$ cat config.mk
export PLATFORM = sky130hd
export DESIGN_NAME = alu_op_scheduler
export DESIGN_NICKNAME = d
export VERILOG_FILES = /design/src/rtl/alu_sched_pkg.sv /design/src/rtl/alu_core.sv /design/src/rtl/alu_op_scheduler.sv
export SDC_FILE = /design/constraint.sdc
export NUM_CORES = 1
export LEC_CHECK = 0
export ABC_AREA = 1
export BUFFER_PORTS_ARGS = -buffer_cell sky130_fd_sc_hd__buf_2
export CORE_MARGIN = 1
export CORE_UTILIZATION = 40
export CTS_CLUSTER_SIZE = 40
export DETAILED_ROUTE_END_ITERATION = 8
export HOLD_SLACK_MARGIN = 0.15
export PLACE_DENSITY = 0.74
export SLEW_MARGIN = 30
export SYNTH_ARGS = -nofsm -noshare
export SYNTH_HDL_FRONTEND = slang
export SYNTH_SLANG_ARGS = --single-unit
$ cat constraint.sdc
create_clock -name clock -period 1.7 [get_ports clock]
set_input_delay 0 -clock clock [delete_from_list [all_inputs] [get_ports clock]]
set_output_delay 0 -clock clock [all_outputs]
set_load 0.05 [all_outputs]
$ cat src/rtl/alu_sched_pkg.sv
// Shared types and constants for the two-requester ALU operation scheduler.
package alu_sched_pkg;

    localparam int unsigned WIDTH = 4;
    localparam int unsigned OP_W  = 3;
    localparam int unsigned CNT_W = 2;

    localparam logic [OP_W-1:0] OP_ADD  = 3'b000;
    localparam logic [OP_W-1:0] OP_SUB  = 3'b001;
    localparam logic [OP_W-1:0] OP_AND  = 3'b010;
    localparam logic [OP_W-1:0] OP_OR   = 3'b011;
    localparam logic [OP_W-1:0] OP_XOR  = 3'b100;
    localparam logic [OP_W-1:0] OP_SHL  = 3'b101;
    localparam logic [OP_W-1:0] OP_SHR  = 3'b110;
    localparam logic [OP_W-1:0] OP_PASS = 3'b111;

    typedef enum logic [1:0] {
        ST_IDLE = 2'b00,
        ST_EXEC = 2'b01,
        ST_RESP = 2'b10
    } state_t;

    typedef struct packed {
        logic [OP_W-1:0]  op;
        logic [WIDTH-1:0] a;
        logic [WIDTH-1:0] b;
    } req_t;

    function automatic logic is_shift(input logic [OP_W-1:0] op);
        return (op == OP_SHL) || (op == OP_SHR);
    endfunction

endpackage

$ cat src/rtl/alu_core.sv
// Combinational ALU: full result/carry for non-shift ops, one-bit step for shifts.
module alu_core
    import alu_sched_pkg::*;
(
    input  logic [OP_W-1:0]  i_op,
    input  logic [WIDTH-1:0] i_a,
    input  logic [WIDTH-1:0] i_b,
    output logic [WIDTH-1:0] o_result,
    output logic             o_carry,
    output logic [WIDTH-1:0] o_step,
    output logic             o_step_carry
);

    logic [WIDTH:0] w_sum;

    assign w_sum = (WIDTH+1)'(i_a) + (WIDTH+1)'(i_b);

    always_comb begin
        o_result = i_a;
        o_carry  = 1'b0;
        case (i_op)
            OP_ADD: begin
                o_result = w_sum[WIDTH-1:0];
                o_carry  = w_sum[WIDTH];
            end
            OP_SUB: begin
                o_result = i_a - i_b;
                o_carry  = (i_a >= i_b);
            end
            OP_AND:  o_result = i_a & i_b;
            OP_OR:   o_result = i_a | i_b;
            OP_XOR:  o_result = i_a ^ i_b;
            default: o_result = i_a;
        endcase
    end

    // Single shift step; the scheduler iterates it once per cycle.
    always_comb begin
        if (i_op == OP_SHR) begin
            o_step       = {1'b0, i_a[WIDTH-1:1]};
            o_step_carry = i_a[0];
        end else begin
            o_step       = {i_a[WIDTH-2:0], 1'b0};
            o_step_carry = i_a[WIDTH-1];
        end
    end

endmodule

$ cat src/rtl/alu_op_scheduler.sv
// Round-robin arbiter and sequencer feeding a shared 4-bit ALU with a held response.
module alu_op_scheduler
    import alu_sched_pkg::*;
(
    input  logic             clock,
    input  logic             reset_n,
    input  logic [1:0]       req_valid,
    output logic [1:0]       req_ready,
    input  logic [OP_W-1:0]  req_op0,
    input  logic [OP_W-1:0]  req_op1,
    input  logic [WIDTH-1:0] req_a0,
    input  logic [WIDTH-1:0] req_a1,
    input  logic [WIDTH-1:0] req_b0,
    input  logic [WIDTH-1:0] req_b1,
    output logic             rsp_valid,
    input  logic             rsp_ready,
    output logic             rsp_id,
    output logic [WIDTH-1:0] rsp_result,
    output logic             rsp_carry,
    output logic             rsp_zero,
    output logic             busy
);

    state_t           r_state;
    state_t           w_next;
    logic             r_last_grant;
    logic [OP_W-1:0]  r_op;
    logic [WIDTH-1:0] r_work;
    logic [WIDTH-1:0] r_b;
    logic [CNT_W-1:0] r_cnt;
    logic             r_id;
    logic             r_shift_c;
    logic             r_rsp_valid;
    logic             r_rsp_id;
    logic [WIDTH-1:0] r_rsp_result;
    logic             r_rsp_carry;
    logic             r_rsp_zero;
    logic             r_busy;

    logic             w_grant;
    logic             w_xfer;
    logic             w_is_shift;
    req_t             w_req;
    logic [WIDTH-1:0] w_alu_result;
    logic             w_alu_carry;
    logic [WIDTH-1:0] w_step;
    logic             w_step_carry;
    logic [WIDTH-1:0] w_final;
    logic             w_final_c;

    // On a tie the requester not granted last wins.
    assign w_grant = (&req_valid) ? ~r_last_grant : req_valid[1];

    always_comb begin
        req_ready = 2'b00;
        if (reset_n && (r_state == ST_IDLE) && (|req_valid)) begin
            req_ready = w_grant ? 2'b10 : 2'b01;
        end
    end

    assign w_xfer     = |(req_valid & req_ready);
    assign w_req      = w_grant ? req_t'{req_op1, req_a1, req_b1}
                                : req_t'{req_op0, req_a0, req_b0};
    assign w_is_shift = is_shift(r_op);
    assign w_final    = w_is_shift ? r_work : w_alu_result;
    assign w_final_c  = w_is_shift ? r_shift_c : w_alu_carry;

    alu_core u_alu_core (
        .i_op         (r_op),
        .i_a          (r_work),
        .i_b          (r_b),
        .o_result     (w_alu_result),
        .o_carry      (w_alu_carry),
        .o_step       (w_step),
        .o_step_carry (w_step_carry)
    );

    always_ff @(posedge clock or negedge reset_n) begin
        if (!reset_n) r_state <= ST_IDLE;
        else          r_state <= w_next;
    end

    always_comb begin
        w_next = r_state;
        case (r_state)
            ST_IDLE: if (w_xfer) w_next = ST_EXEC;
            ST_EXEC: if (!w_is_shift || (r_cnt == '0)) w_next = ST_RESP;
            ST_RESP: if (rsp_ready) w_next = ST_IDLE;
            default: w_next = ST_IDLE;
        endcase
    end

    always_ff @(posedge clock or negedge reset_n) begin
        if (!reset_n) begin
            r_last_grant <= 1'b1;
            r_op         <= OP_ADD;
            r_work       <= '0;
            r_b          <= '0;
            r_cnt        <= '0;
            r_id         <= 1'b0;
            r_shift_c    <= 1'b0;
            r_rsp_valid  <= 1'b0;
            r_rsp_id     <= 1'b0;
            r_rsp_result <= '0;
            r_rsp_carry  <= 1'b0;
            r_rsp_zero   <= 1'b0;
            r_busy       <= 1'b0;
        end else begin
            r_busy      <= (w_next != ST_IDLE);
            r_rsp_valid <= (w_next == ST_RESP);
            case (r_state)
                ST_IDLE: begin
                    if (w_xfer) begin
                        r_op         <= w_req.op;
                        r_work       <= w_req.a;
                        r_b          <= w_req.b;
                        r_cnt        <= w_req.b[CNT_W-1:0];
                        r_id         <= w_grant;
                        r_last_grant <= w_grant;
                        r_shift_c    <= 1'b0;
                    end
                end
                ST_EXEC: begin
                    if (w_is_shift && (r_cnt != '0)) begin
                        r_work    <= w_step;
                        r_shift_c <= w_step_carry;
                        r_cnt     <= r_cnt - CNT_W'(1);
                    end else begin
                        r_rsp_result <= w_final;
                        r_rsp_carry  <= w_final_c;
                        r_rsp_zero   <= (w_final == '0);
                        r_rsp_id     <= r_id;
                    end
                end
                default: ;
            endcase
        end
    end

    assign rsp_valid  = r_rsp_valid;
    assign rsp_id     = r_rsp_id;
    assign rsp_result = r_rsp_result;
    assign rsp_carry  = r_rsp_carry;
    assign rsp_zero   = r_rsp_zero;
    assign busy       = r_busy;

endmodule

## After elaboration in Yosys (flattened, before gate mapping)

Index checks and enable logic that the tools add are counted.

| storage, ports and cells | value |
|---|---|
| register bits | 27 |
| input bits | 27 |
| output and inout port bits | 11 |
| word-level logic and storage cells | 77 |

| cells by class | value |
|---|---|
| add/subtract/negate cells | 3 |
| magnitude comparators | 1 |
| equality and inequality tests | 11 |
| multiplexer cells | 23 |
| bitwise logic cells | 6 |
| reductions and logical operators | 19 |

Operator list:

| operator | number |
|---|---|
| $pmux 4 s5 | 1 |
| $mux 4 | 4 |
| $mux 2 | 7 |
| $mux 11 | 1 |
| $eq 3x3->1 const B | 3 |
| $pmux 4 s2 | 1 |
| $eq 3x2->1 const B | 2 |
| $pmux 2 s3 | 1 |
| $reduce_and 2->1 | 3 |
| $reduce_bool 2->1 | 3 |
| $add 4x4->5 | 1 |
| $mux 1 | 5 |
| $and 4x4->4 | 1 |
| $eq 2x2->1 const B | 2 |
| $ge 4x4->1 | 1 |
| $logic_not 2->1 | 2 |
| $logic_not 4->1 | 1 |
| $ne 2x2->1 const B | 2 |
| $or 4x4->4 | 1 |
| $pmux 1 s2 | 2 |
| $pmux 2 s2 | 1 |
| $reduce_or 2->1 | 2 |
| $sub 4x4->4 | 1 |
| $xor 4x4->4 | 1 |
| other kinds (10) | 14 |

## Logic depth before layout (Yosys ltp)

| logic depth | value |
|---|---|
| word-level depth | 9 |
| mapped depth | 13 |
| depth with buffers taken out | 13 |

## Modules after synthesis

Synthesis repeated with hierarchy kept, for this count alone.

| second synthesis, totals | value |
|---|---|
| cells, all modules | 274 |
| area, all modules | 1966.9 µm² |

Modules (own cells, without submodules):

| module | instances | cells an instance | area an instance (µm²) | seq. area each (µm²) |
|---|---|---|---|---|
| alu_op_scheduler | 1 | 171 | 1375.1 | 676.9 |
| alu_core | 1 | 103 | 591.8 | 0.0 |

## Least setup slack after synthesis

No wires, ideal clock.

| path | value |
|---|---|
| path type | reg-to-reg |
| start | register r_last_grant |
| end | register r_b[2] |
| setup time | 87 ps |
| arrival time | 1839 ps |
| required time | 1613 ps |
| path slack | -226 ps |
| cell stages (with the launch flop) | 7 |
| path buffers | 0 |
| cell sequence | dfstp_2 nand2_1 nand2_1 inv_1 nor2_1 nand2_1 o211ai_1 |

| on the way | value |
|---|---|
| cells in the longest elaborated chain, start to end | 7 |
| elaborated cells between the ends (all ways) | 8 |

Ends and longest elaborated chain:

| what | RTL line | RTL |
|---|---|---|
| from (decl) | alu_op_scheduler.sv:26 | `logic r_last_grant;` |
| from (signal assigned) | alu_op_scheduler.sv:119 | `r_last_grant <= w_grant;` |
| $not 1->1 | alu_op_scheduler.sv:52 | `assign w_grant = (&req_valid) ? ~r_last_grant : req_valid[1];` |
| $mux 1 | alu_op_scheduler.sv:52 |  |
| $mux 2 | alu_op_scheduler.sv:57 | `req_ready = w_grant ? 2'b10 : 2'b01;` |
| $mux 2 | alu_op_scheduler.sv:56 | `if (reset_n && (r_state == ST_IDLE) && (\|req_valid)) begin` |
| named net req_ready[0] | alu_op_scheduler.sv:8 | `output logic [1:0] req_ready,` |
| $and 2x2->2 | alu_op_scheduler.sv:61 | `assign w_xfer = \|(req_valid & req_ready);` |
| $reduce_or 2->1 | alu_op_scheduler.sv:61 |  |
| $reduce_and 2->1 (no source line) | -- |  |
| to (signal assigned) | alu_op_scheduler.sv:116 | `r_b <= w_req.b;` |
| to (decl) | alu_op_scheduler.sv:29 | `logic [WIDTH-1:0] r_b;` |

The timed path passes the listed nets, and every way through them passes these cells.
A chain may end at the register's enable or synchronous reset.

## Worst setup path in the final report

| path | value |
|---|---|
| start | register r_work[0] |
| end | register r_rsp_carry (netlist: rsp_carry) |

| on the way | value |
|---|---|
| cells in the longest elaborated chain, start to end | 3 |
| elaborated cells between the ends (all ways) | 4 |

Ends and longest elaborated chain:

| what | RTL line | RTL |
|---|---|---|
| from (decl) | alu_op_scheduler.sv:28 | `logic [WIDTH-1:0] r_work;` |
| from (signal assigned) | alu_op_scheduler.sv:115 | `r_work <= w_req.a;` |
| from (signal assigned) | alu_op_scheduler.sv:125 | `r_work <= w_step;` |
| $add 4x4->5 or $ge 4x4->1 (tied branches) | alu_core.sv:16, alu_core.sv:28 |  |
| $pmux 1 s2 (*) | alu_core.sv:21 | `case (i_op)` |
| $mux 1 (*) | alu_op_scheduler.sv:66 | `assign w_final_c = w_is_shift ? r_shift_c : w_alu_carry;` |
| to (signal assigned) | alu_op_scheduler.sv:130 | `r_rsp_carry <= w_final_c;` |
| to (decl) | alu_op_scheduler.sv:36 | `logic r_rsp_carry;` |

Mark *: on every way between the ends. The rest lies on a longest branch, timed or not.

==> results by group <==
Run status
  • Result of the run: finished with violations
  • Failing checks: negative setup slack

Placement
  • Placer Congestion: 0.934
  • Total half-perimeter wirelength after legalization and detailed placement: 3720 um
  • Total cell area at the placement stage: 0.00227 mm2
  • Number of port buffers: 37

GRT
  • Vias in the first global route: 2026
  • Congestion Overflow GR: 0
  • Pin count of the biggest net entering global routing: 28
  • Wire length of the first global-routing pass: 8700 um
  • Antenna violations before repair: 0
  • Tot GR Track Use: 0.223

STA
  • Post-layout min period: 1.75 ns
  • Count of endpoints failing setup in the final report: 2
  • Setup repair after global routing missed its margin: yes
  • Max-Slew Margin vs Limit: 0.768
  • Clock Skews: 0.00498 ns
  • Least setup slack across all paths after layout: -0.0503 ns
  • Max Clock Freq: 0.571 GHz
  • Tightest Pin Transition: 0.348 ns
  • Final critical-path share of the clock period: 1.03
  • Hold Vio Cnt, Final: 0
  • Fin. max-slew vios: 0

Drt
  • Post-route antenna net violation count: 0
  • Iteration count of the initial detailed-routing pass: 4
  • Via count: 1953
  • Final Routed Wirelength: 5160 um
  • WL per Instance: 13.2 um
  • Drt first-iter violations: 68
  • Drt drc: 0
  • Ratio of routed vias to standard cells: 5.01

Pwr
  • Cell area power density: 1880 mW/mm2
  • Total power: 0.00500 W
  • Leakage power: 1.37 nW
  • Maximum VDD drop: 0.000811 V

Synthesis
  • Largest cells by area after synthesis: dfrtp_1 35%, nand2_1 14%, ha_1 8.7%, inv_1 7.4%, o21ai_0 6.4%
  • Sequential element share of the synthesized area: 0.363
  • Count of mapped cells out of synthesis: 252
  • Synthesized-area fraction occupied by xor and xnor cells: 0
  • Synthesized area per cell: 7.40 um2
  • Adder-Cell Fraction of Synth Area: 0.109
  • Share of synthesized area spent on multiplexers: 0
  • Total of flip-flops plus latches after synthesis: 27
  • Cell Area, Synth: 0.00187 mm2
  • Leading area contributor after synthesis: dfrtp_1
  • Combinational family with the most area after synthesis: simple AND/OR/NAND/NOR gates
  • Post-synth top area share: 0.349
  • Library cells used by synthesis: 30
  • Compound-cell area share of the yosys netlist: 0.154
  • Syn Nets: 294
  • Synthesis warning total: 0
  • Area fraction in and, or, nand and nor cells after synthesis: 0.283

Floorplanning
  • Standard-cell row count: 24
  • Initial cell density of the core: 0.423
  • CORE AREA: 0.00441 mm2
  • Number of ports placed on the die boundary: 38
  • Die Height: 70.3 um
  • Total Die Area: 0.00494 mm2
  • Die width: 70.3 um

CTS
  • Clock latency at the later pin of the worst-skew pair: 0.28 ns
  • Clock tree from TritonCTS: built
  • Clock H-tree levels: 1
  • Number of buffers added by the clock tree synthesis step: 3
  • Longest Clk Path Bufs: 2
  • Count of clock tree sinks: 27
  • Clock-pin slew of the registers on the worst-case setup and hold paths: 0.10 ns
  • Clock root buffer master: clkbuf_8

Run
  • Max capacitance violation total: 0

Worst setup path
  • Setup crit end kind: register
  • Cell seen most often among critical-path stages: nand2_1
  • Kind of start point of the critical path: register
  • Critical path start-end classification: reg2reg
  • Critical Path AT: 1.94 ns
  • Crit path max-delay cell type: dfrtp_1
  • Largest fanout on the critical path: 3
  • Crit path largest cell delay: 0.42 ns
  • Ordered cell list for the critical path: inv_2 -> ha_4 -> inv_2 -> fa_2 -> buf_4 -> a21oi_2 -> a21oi_1 -> o21ai_1 -> nand2_1 -> nand2_1 -> nand2_1
  • CP Data Required Time: 1.89 ns

Layout
  • Area added between synthesis and finish: 42.3%
  • Sequential standard cell area: 677 um2
  • Design Area, Final: 0.00265 mm2
  • Commonest non-fill, non-tap cells in the layout: 68 x nand2_1, 35 x buf_2, 28 x inv_1, 27 x buf_4, 26 x dfrtp_1
  • ANT cells: 0
  • Leading cell type in the layout, fill and taps excluded: nand2_1
  • Number of nets in the final layout: 381
  • Fraction of final layout cells sized beyond drive strength 1: 0.320
  • Count of filler cells inserted in the layout: 372
  • Share of the core filled with cells in the final layout: 0.601
  • Multi-input gate area in the final layout: 0.00110 mm2

Worst hold path
  • Worst min path class: in2reg
## flip-flops by register name (all words and copies together) (netlist names)
register      count
r_state           2
rsp_zero          1
r_op              3
rsp_id            1
rsp_valid         1
r_shift_c         1
r_cnt             2
r_b               4
rsp_carry         1
busy              1
r_id              1
r_work            4
rsp_result        4
r_last_grant      1
## report_power, final
part           total (W)  internal (W)  leakage (nW)  switching, W
Sequential       0.00113      0.000938         0.338      0.000195
Combinational    0.00348       0.00136          1.01       0.00212
Clock           0.000382      0.000167        0.0217      0.000215
## layer usage
metal  up-vias  global-route usage  wire length [um]
li1        987                   -                 -
met4         0               0.109               172
met1       892               0.251              2130
met5         -                   0                 0
met2        57               0.404              2650
met3        17              0.0332               205
## worst max-delay path: cells and delay by family (launching register included)
kind	cells	cell delay [ns]
compound gates	3	0.32
flops	1	0.42
simple gates	3	0.15
buf+inv	3	0.29
fa+ha+maj	2	0.49
## metrics by stage
step	worst slack (ns)	TNS [ns]	cells	hold WS, ns
2_1_floorplan	0.0197	0	252	-0.296
3_3_place_gp	-0.00193	-0.00193	359	0.0313
4_1_cts	-0.00236	-0.00236	386	0.152
5_1_grt	-0.164	-0.400	390	0.191
3_5_place_dp	-0.0637	-0.0862	359	0.0312
6_report	-0.0503	-0.0546	390	0.149
## final cells by class
type | count | area share
Tap cell | 52 | 0.0245
Inverter | 40 | 0.0566
Clock inverter | 1 | 0.00283
Timing Repair Buffer | 85 | 0.232
Sequential cell | 27 | 0.255
Clock buffer | 3 | 0.0156
Multi-Input combinational cell | 182 | 0.413
## cell families after synthesis
logic type | count (synthesis)
DFF | 27
adders and majority gates | 15
buffers and inverters | 43
and+or+nand+nor | 120
AOI/OAI and AO/OA | 47
## cells in the mapped netlist
library cell	instances
nand2_1	72
inv_1	37
dfrtp_1	26
o21ai_0	24
nor2_1	20
nand3_1	19
ha_1	13
a21oi_1	8
o211ai_1	6
inv_2	3
o21ai_2	3
fa_1	2
o31ai_1	2
buf_2	1
buf_6	1
clkbuf_1	1
dfstp_2	1
nand2_2	1
nand3_4	1
nand3b_1	1
nand4_1	1
nor2_2	1
nor2_4	1
nor2_8	1
o2111ai_1	1
o21a_1	1
o21ai_4	1
o32ai_1	1
or2_1	1
or2_2	1
## worst paths after layout
| kind | start | end | slack [ns] | cells after the start |
|---|---|---|---|---|
| worst min register to register | r_last_grant | r_last_grant | 0.48 | 2 |
| worst max-delay path | r_work[0] | rsp_carry | -0.05 | 11 |
| max in group asynchronous | reset_n | r_last_grant | 1.15 | 3 |
| worst max register to register | r_work[0] | rsp_carry | -0.05 | 11 |
| min in group asynchronous | reset_n | r_b[3] | 0.25 | 3 |
| worst min-delay path | req_a1[3] | r_work[3] | 0.15 | 5 |
## what timing repair did
| item | CTS | global route |
|---|---|---|
| hold buffers | 21 | 0 |
| pin swaps | 3 | 6 |
| endpoints found under the hold margin | 42 | 0 |
| setup buffers | 2 | 4 |
| endpoints found under the setup margin | 3 | 7 |
| resized for setup | 5 | 26 |
No activity file was read; power rests on OpenSTA's default activity.
